<file path="src/rtl/mix_columns_engine_pkg.sv">
// Shared AES GF(2^8) helpers for the MixColumns datapath.
//   - aes_col_t       : one 32-bit state column, first byte in the MSBs
//   - GF_POLY         : low byte of the field polynomial x^8+x^4+x^3+x+1
//   - MC_FWD / MC_INV : mode select values
//   - xtime, gf_mul2/3/9/11/13/14 : constant multipliers built from xtime and XOR
package aes_pkg;

    typedef logic [31:0] aes_col_t;

    localparam logic [7:0] GF_POLY = 8'h1B;
    localparam logic       MC_FWD  = 1'b0;
    localparam logic       MC_INV  = 1'b1;

    function automatic logic [7:0] xtime(input logic [7:0] b);
        return {b[6:0], 1'b0} ^ (b[7] ? GF_POLY : 8'h00);
    endfunction

    function automatic logic [7:0] gf_mul2(input logic [7:0] b);
        return xtime(b);
    endfunction

    function automatic logic [7:0] gf_mul3(input logic [7:0] b);
        return xtime(b) ^ b;
    endfunction

    function automatic logic [7:0] gf_mul9(input logic [7:0] b);
        return xtime(xtime(xtime(b))) ^ b;
    endfunction

    function automatic logic [7:0] gf_mul11(input logic [7:0] b);
        return xtime(xtime(xtime(b))) ^ xtime(b) ^ b;
    endfunction

    function automatic logic [7:0] gf_mul13(input logic [7:0] b);
        return xtime(xtime(xtime(b))) ^ xtime(xtime(b)) ^ b;
    endfunction

    function automatic logic [7:0] gf_mul14(input logic [7:0] b);
        return xtime(xtime(xtime(b))) ^ xtime(xtime(b)) ^ xtime(b);
    endfunction

endpackage

</file>
<file path="src/rtl/mix_column_word.sv">
// Combinational MixColumns / InvMixColumns of a single 32-bit column.
//   i_col : input column (a0 in bits [31:24])
//   i_inv : MC_FWD = (2,3,1,1), MC_INV = (14,11,13,9)
//   o_col : transformed column, same byte layout
module mix_column_word
    import aes_pkg::*;
(
    input  aes_col_t i_col,
    input  logic     i_inv,
    output aes_col_t o_col
);

    logic [7:0] w_a [4];
    logic [7:0] w_r [4];

    genvar r;
    generate
        for (r = 0; r < 4; r++) begin : g_row
            assign w_a[r] = i_col[31-8*r -: 8];
            // Row r uses the coefficient row rotated by r.
            assign w_r[r] = (i_inv == MC_INV)
                ? (gf_mul14(w_a[r]) ^ gf_mul11(w_a[(r+1)%4]) ^
                   gf_mul13(w_a[(r+2)%4]) ^ gf_mul9(w_a[(r+3)%4]))
                : (gf_mul2(w_a[r]) ^ gf_mul3(w_a[(r+1)%4]) ^
                   w_a[(r+2)%4] ^ w_a[(r+3)%4]);
        end
    endgenerate

    assign o_col = {w_r[0], w_r[1], w_r[2], w_r[3]};

endmodule

</file>
<file path="src/rtl/mix_columns_engine.sv">
// Handshaked AES MixColumns / InvMixColumns engine, COLS_PER_CYCLE columns
// per clock (1, 2 or 4), so one 128-bit state takes 4, 2 or 1 BUSY cycles.
//   clk, rst             : clock, asynchronous active-high reset
//   in_valid / in_ready  : input handshake; in_state/in_inv (and in_skip)
//                          are latched on acceptance
//   out_valid / out_ready: output handshake; out_state held while out_valid
// Optional macro MIXCOL_SKIP_EN adds in_skip: a latched 1 passes the state
// through unchanged with the same latency and handshake.
module mix_columns_engine
    import aes_pkg::*;
#(
    parameter int COLS_PER_CYCLE = 4
) (
    input  logic         clk,
    input  logic         rst,
    input  logic         in_valid,
    output logic         in_ready,
    input  logic [127:0] in_state,
    input  logic         in_inv,
`ifdef MIXCOL_SKIP_EN
    input  logic         in_skip,
`endif
    output logic         out_valid,
    input  logic         out_ready,
    output logic [127:0] out_state
);

    generate
        if (COLS_PER_CYCLE != 1 && COLS_PER_CYCLE != 2 && COLS_PER_CYCLE != 4) begin : g_bad_cfg
            $error("mix_columns_engine: COLS_PER_CYCLE must be 1, 2 or 4");
        end
    endgenerate

    // log2(COLS_PER_CYCLE): column index = (grp << SH) | slot.
    localparam int         SH       = (COLS_PER_CYCLE == 4) ? 2 : ((COLS_PER_CYCLE == 2) ? 1 : 0);
    localparam logic [1:0] LAST_GRP = 2'((4 >> SH) - 1);

    typedef enum logic [1:0] {S_IDLE, S_BUSY, S_DONE} state_t;

    state_t       r_state, w_state_nxt;
    logic [127:0] r_lat;
    logic         r_inv;
    logic         r_skip;
    logic [1:0]   r_grp;
    logic [127:0] r_out_state;
    logic         w_accept;

    aes_col_t w_lat_cols [4];
    aes_col_t w_out_cols [4];
    aes_col_t w_col_in   [COLS_PER_CYCLE];
    aes_col_t w_col_out  [COLS_PER_CYCLE];
    aes_col_t w_res      [COLS_PER_CYCLE];

    assign in_ready  = (r_state == S_IDLE) && !rst;
    assign out_valid = (r_state == S_DONE);
    assign out_state = r_out_state;
    assign w_accept  = in_valid && in_ready;

    always_ff @(posedge clk or posedge rst) begin
        if (rst) r_state <= S_IDLE;
        else     r_state <= w_state_nxt;
    end

    always_comb begin
        w_state_nxt = r_state;
        unique case (r_state)
            S_IDLE:  if (w_accept)            w_state_nxt = S_BUSY;
            S_BUSY:  if (r_grp == LAST_GRP)   w_state_nxt = S_DONE;
            S_DONE:  if (out_ready)           w_state_nxt = S_IDLE;
            default:                          w_state_nxt = S_IDLE;
        endcase
    end

    genvar k, c;
    generate
        for (k = 0; k < COLS_PER_CYCLE; k++) begin : g_slot
            logic [1:0] w_idx;
            assign w_idx       = (r_grp << SH) | 2'(k);
            assign w_col_in[k] = w_lat_cols[w_idx];

            mix_column_word u_mc (
                .i_col (w_col_in[k]),
                .i_inv (r_inv),
                .o_col (w_col_out[k])
            );

`ifdef MIXCOL_SKIP_EN
            assign w_res[k] = r_skip ? w_col_in[k] : w_col_out[k];
`else
            assign w_res[k] = w_col_out[k];
`endif
        end

        // Each result column is rewritten only in the BUSY cycle of its own group.
        for (c = 0; c < 4; c++) begin : g_col
            localparam logic [1:0] CGRP = 2'(c >> SH);
            localparam int         SLOT = c % COLS_PER_CYCLE;
            assign w_lat_cols[c] = r_lat[127-32*c -: 32];
            assign w_out_cols[c] = (r_state == S_BUSY && r_grp == CGRP)
                                   ? w_res[SLOT] : r_out_state[127-32*c -: 32];
        end
    endgenerate

    always_ff @(posedge clk or posedge rst) begin
        if (rst) begin
            r_lat       <= '0;
            r_inv       <= MC_FWD;
            r_skip      <= 1'b0;
            r_grp       <= '0;
            r_out_state <= '0;
        end else begin
            r_out_state <= {w_out_cols[0], w_out_cols[1], w_out_cols[2], w_out_cols[3]};
            if (w_accept) begin
                r_lat  <= in_state;
                r_inv  <= in_inv;
`ifdef MIXCOL_SKIP_EN
                r_skip <= in_skip;
`else
                r_skip <= 1'b0;
`endif
                r_grp  <= '0;
            end else if (r_state == S_BUSY) begin
                r_grp <= (r_grp == LAST_GRP) ? 2'd0 : r_grp + 2'd1;
            end
        end
    end

endmodule

</file>
<file path="config.mk">
export PLATFORM = sky130hd
export DESIGN_NAME = mix_columns_engine
export DESIGN_NICKNAME = d
export VERILOG_FILES = /design/src/rtl/mix_columns_engine_pkg.sv /design/src/rtl/mix_column_word.sv /design/src/rtl/mix_columns_engine.sv
export SDC_FILE = /design/constraint.sdc
export NUM_CORES = 1
export LEC_CHECK = 0
export CAP_MARGIN = 30
export CORE_ASPECT_RATIO = 1.4
export CORE_MARGIN = 5
export CORE_UTILIZATION = 35
export CTS_CLUSTER_DIAMETER = 120
export DETAILED_ROUTE_END_ITERATION = 7
export GPL_ROUTABILITY_DRIVEN = 1
export SLEW_MARGIN = 30
export SYNTH_ARGS = -nofsm -noshare
export SYNTH_HDL_FRONTEND = slang
export SYNTH_SLANG_ARGS = --single-unit
</file>
<file path="constraint.sdc">
create_clock -name clk -period 10.02 [get_ports clk]
set_input_delay 2.004 -clock clk [delete_from_list [all_inputs] [get_ports clk]]
set_output_delay 2.004 -clock clk [all_outputs]
set_load 0.01 [all_outputs]
</file>
Word level (Yosys, flattened, before mapping)
Cells that the tools add are included.
{ "word_totals": {"reg_bits": 261, "input_bits": 133, "out_inout_bits": 130, "wordCells": 346} }
{ "op_classes": {"add_sub_neg": 1, "eq_ne": 5, "n_mux": 71, "bitwise": 256, "reduce_logical": 8} }
{ "ops": {"columns": ["op", "n"], "rows": [
  ["$xor A8 B8 Y8", 254],
  ["$mux W5", 48],
  ["$mux W8", 16],
  ["$xor A8 B5 Y8", 2],
  ["$mux W2", 6],
  ["$pmux W2 S3", 1],
  ["$logic_not A2 Y1", 2],
  ["$ne A2 B1 Y1 const B", 2],
  ["$logic_and A1 B1 Y1", 3],
  ["$reduce_and A3 Y1", 1],
  ["$add A2 B1 Y2 const B", 1],
  ["$eq A2 B1 Y1 const B", 1],
  ["$eq A2 B2 Y1 const B", 1],
  ["$ne A2 B2 Y1 const B", 1],
  ["$reduce_bool A2 Y1", 1],
  ["$logic_not A1 Y1", 1]
]} }

Logic depth before layout (Yosys ltp)
{ "logic_depth": {"word_depth": 12, "ltp_mapped": 8, "ltp_nobuf": 7} }

Hierarchy
From an unflattened synthesis, not the netlist that was laid out.
{ "unflattened": {"hier_cells": 1619, "hier_area_um2": 19860.3} }
{ "by_module_without_submodules": {"columns": ["module", "n_inst", "cells_each", "area_per_inst_um2", "seq_area_each_um2"], "rows": [
  ["mix_columns_engine", 1, 567, 10216.0, 6531.3],
  ["mix_column_word", 4, 263, 2411.1, 0.0]
]} }

Worst setup path after synthesis
No wires, ideal clock.
{ "synth_path": {"path_kind": "in2out", "start": "in rst", "end": "out in_ready", "arrival_time_ns": 2.293, "required_time_ns": 8.016, "slack_ns": 5.723, "stages": 1, "path_buffers": 0, "path_cell_list": "nor3_1"} }
{ "synth_via": {"elab_chain_cells": 2} }
{ "synth_rtl": {"columns": ["element", "line", "source"], "rows": [
  ["start, declared", "mix_columns_engine.sv:15", "input logic rst,"],
  ["$logic_not A1 Y1 (no source line)", null, null],
  ["$logic_and A1 B1 Y1", "mix_columns_engine.sv:54", "assign in_ready = (r_state == S_IDLE) && !rst;"],
  ["end, declared", "mix_columns_engine.sv:17", "output logic in_ready,"]
]} }
Every way passes these cells.

Final worst setup path
Same ends and word-level chain as after synthesis.

==> results.ini <==
[run_status]
status=finished, final reports clean

[global_route]
antenna_found_initial=0
grt_pass1_wl_um=84900
grt.overflow.total=0
grt_max_degree=149
track_usage=0.174
grt_pass1_vias=13800

[place]
dp_cells=2677
hpwl_um=41500
routabilityCongestion=0.879
io_buffers=262

[die]
dieArea_sq_mm=0.0623
core_sq_mm=0.0571
io_pins=263
start_util=0.351
row_count=104
die_w_um=212
die-height_um=293

[synth]
synth_cell_type_count=49
yosysSeqAreaShare=0.325
ys_ff_latch=261
yosysWarnings=0
syn_avg_cell_area_sq_um=11.0
synthCells=1826
syn_nets=1961
syn-cell-area_sq_mm=0.0201

[sta]
finalSetupViolations=0
drv_slew=0
fin_skew_ns=0.0169
fmax_mhz=187
min_period_over_period=0.534
layout_min_cycle_time_ns=5.36
fin_tns_setup_ns=0
tightestPinTransition_ns=0.978
rsz0062_at_grt=no
hold_viol_final=0
slew-limit-headroom=0.348

[worst_hold_path]
holdPathEnd=out_state[80]
whs_path_depth=2
hold_class=flip-flop to flip-flop
min_from=out_state[80]

[clocking]
cts-root-buf=clkbuf_16
clk_latency_ns=0.58
cts_setup_buffers=0
cts_sinks=261
h-tree-depth=1
clk_pin_slew_ns=0.06
cts-resized-gates=0
cts_buffers=28
holdBufCountCts=0
tritoncts=yes
clk_path_buf_depth=3

[setup_path]
critPathRequiredTime_ns=8.02
path_class=primary input to primary output
crit_top_cell=clkdlybuf4s50_1
crit_path_max_incr_delay_ns=0.59
worstSetupEndpointType=primary output
r2r_slack_ns=6.98
crit_path_max_fanout=2
startpoint_type=primary input
cp_num_buf_inv=2
arrival_ns=3.35
timing.rr.end=out_state[90]
r2r_start=r_grp[1]
cp_slowest_cell=clkdlybuf4s50_1
reg2regPathDepth=7
path_cells=clkdlybuf4s50_1, nor3_1, clkdlybuf4s50_1
critPathTopFamily=buffers and inverters

[drt]
routed_wl_um=54800
ant_nets=0
vias=12800
drt_iter0_drc=421
drt-pass1-iter-count=4
wire_per_inst_um=20.1
drc_errors=0
via_per_inst=4.69

[layout]
nFillCells=5515
nNetsFinal=2100
final_cells=2727
antennaDiodeCount=0
syn2layout_area_growth_pct=19.0
drive_gt1_frac=0.114

[job]
maxCapViolCount=0

## sequential cells by signal, summed over array words and instances (netlist names)
name       count
out_state    128
r_state        2
r_lat        128
r_inv          1
r_grp          2
## per-layer routing
layer | GRT usage | routed length [um]
met1 | 0.216 | 22600
met2 | 0.316 | 28600
met3 | 0.0246 | 2260
met4 | 0.0440 | 1270
met5 | 0 | 0
## final cells by class
| class | count | area (sq um) | share of cell area |
|---|---|---|---|
| clock buffers | 41 | 831 | 0.0348 |
| clock inverters | 9 | 77.6 | 0.00325 |
| inverters | 8 | 37.5 | 0.00157 |
| multi-input cells | 1396 | 12800 | 0.535 |
| flip-flops and latches | 261 | 6540 | 0.274 |
| well taps | 742 | 928 | 0.0389 |
| repair buffers | 270 | 2700 | 0.113 |
## cell families after synthesis
logic type | synth area share
AND/OR/NAND/NOR | 0.0485
flip-flops | 0.325
buffers and inverters | 0.0388
XOR/XNOR | 0.460
AO/OA/AOI/OAI | 0.0455
adder cells (fa/ha/maj) | 0.00125
multiplexers | 0.0802
## how the worst max path moves through the flow
stage               startpoint           end  slack [ns]  depth (start not counted)
floorplan                  rst  out_state[0]        0.83                          1
detailed placement         rst      in_ready        4.66                          3
CTS                        rst      in_ready        4.65                          3
global route               rst      in_ready        4.54                          3
finish                     rst      in_ready        4.66                          3
global placement           rst      in_ready        4.61                          3
## metrics by stage
step	setup WS [ns]	utilization	area (sq um)	hold slack, ns
4_1_cts	4.65	0.418	23900	0.483
6_report	4.66	0.418	23900	0.475
5_1_grt	4.54	0.418	23900	0.496
3_3_place_gp	4.61	0.402	23000	0.467
3_5_place_dp	4.66	0.402	23000	0.470
2_1_floorplan	0.832	-	20100	0.516
## cell usage in the layout, fill, tap and decap left out, types with 2 or more instances in the layout
cell,count
xnor2_1,525
clkdlybuf4s50_1,262
dfrtp_1,260
xor2_1,172
mux2_2,134
nand2_1,129
o21ai_0,107
xnor3_1,89
nor2_1,70
a21oi_1,41
clkbuf_16,29
xor3_1,22
xnor2_2,16
o21ai_1,11
mux2i_1,10
inv_1,7
buf_4,7
xor2_2,6
nand2b_1,6
nor3_1,6
xnor3_2,6
clkbuf_8,6
clkinv_2,6
clkbuf_1,6
nand3_1,5
and2_1,4
a211oi_1,4
a21o_1,3
nand4_1,3
xnor2_4,2
or4_1,2
or3b_1,2
ha_1,2
clkinv_4,2
## synthesized netlist by cell type (all sizes together)
| cell | count | area share |
|---|---|---|
| mux2 | 134 | 0.075 |
| a21oi | 42 | 0.011 |
| nor2 | 71 | 0.013 |
| dfrtp | 261 | 0.33 |
| a22o | 1 | 0.00044 |
| mux2i | 10 | 0.0050 |
| a21o | 3 | 0.0011 |
| and4 | 1 | 0.00044 |
| nand2b | 6 | 0.0019 |
| nor3 | 6 | 0.0015 |
| or3 | 1 | 0.00031 |
| or3b | 2 | 0.00087 |
| a21boi | 1 | 0.00037 |
| nand4b | 1 | 0.00044 |
| buf | 78 | 0.022 |
| nand4 | 3 | 0.00094 |
| xnor3 | 96 | 0.11 |
| and2 | 6 | 0.0019 |
| nor3b | 1 | 0.00037 |
| ha | 2 | 0.0012 |
| nand3 | 5 | 0.0012 |
| xor3 | 23 | 0.027 |
| o21ai | 119 | 0.030 |
| inv | 8 | 0.0015 |
| a211oi | 4 | 0.0015 |
| or4 | 2 | 0.00075 |
| nor2b | 1 | 0.00031 |
| clkbuf | 83 | 0.016 |
| xnor2 | 543 | 0.24 |
| o21a | 1 | 0.00037 |
| a22oi | 1 | 0.00037 |
| nand2 | 130 | 0.024 |
| xor2 | 178 | 0.080 |
| a31oi | 1 | 0.00031 |
| o31a | 1 | 0.00044 |
## worst min-delay path, delay by kind of cell (launching register included)
kind / cells / cell delay [ns]
flops: 1 / 0.34
compound gates: 1 / 0.06
simple gates: 1 / 0.05
Power is left out: the tool's default activity adds up to more than one toggle a clock period on the data nets, which glitch-free logic cannot reach.
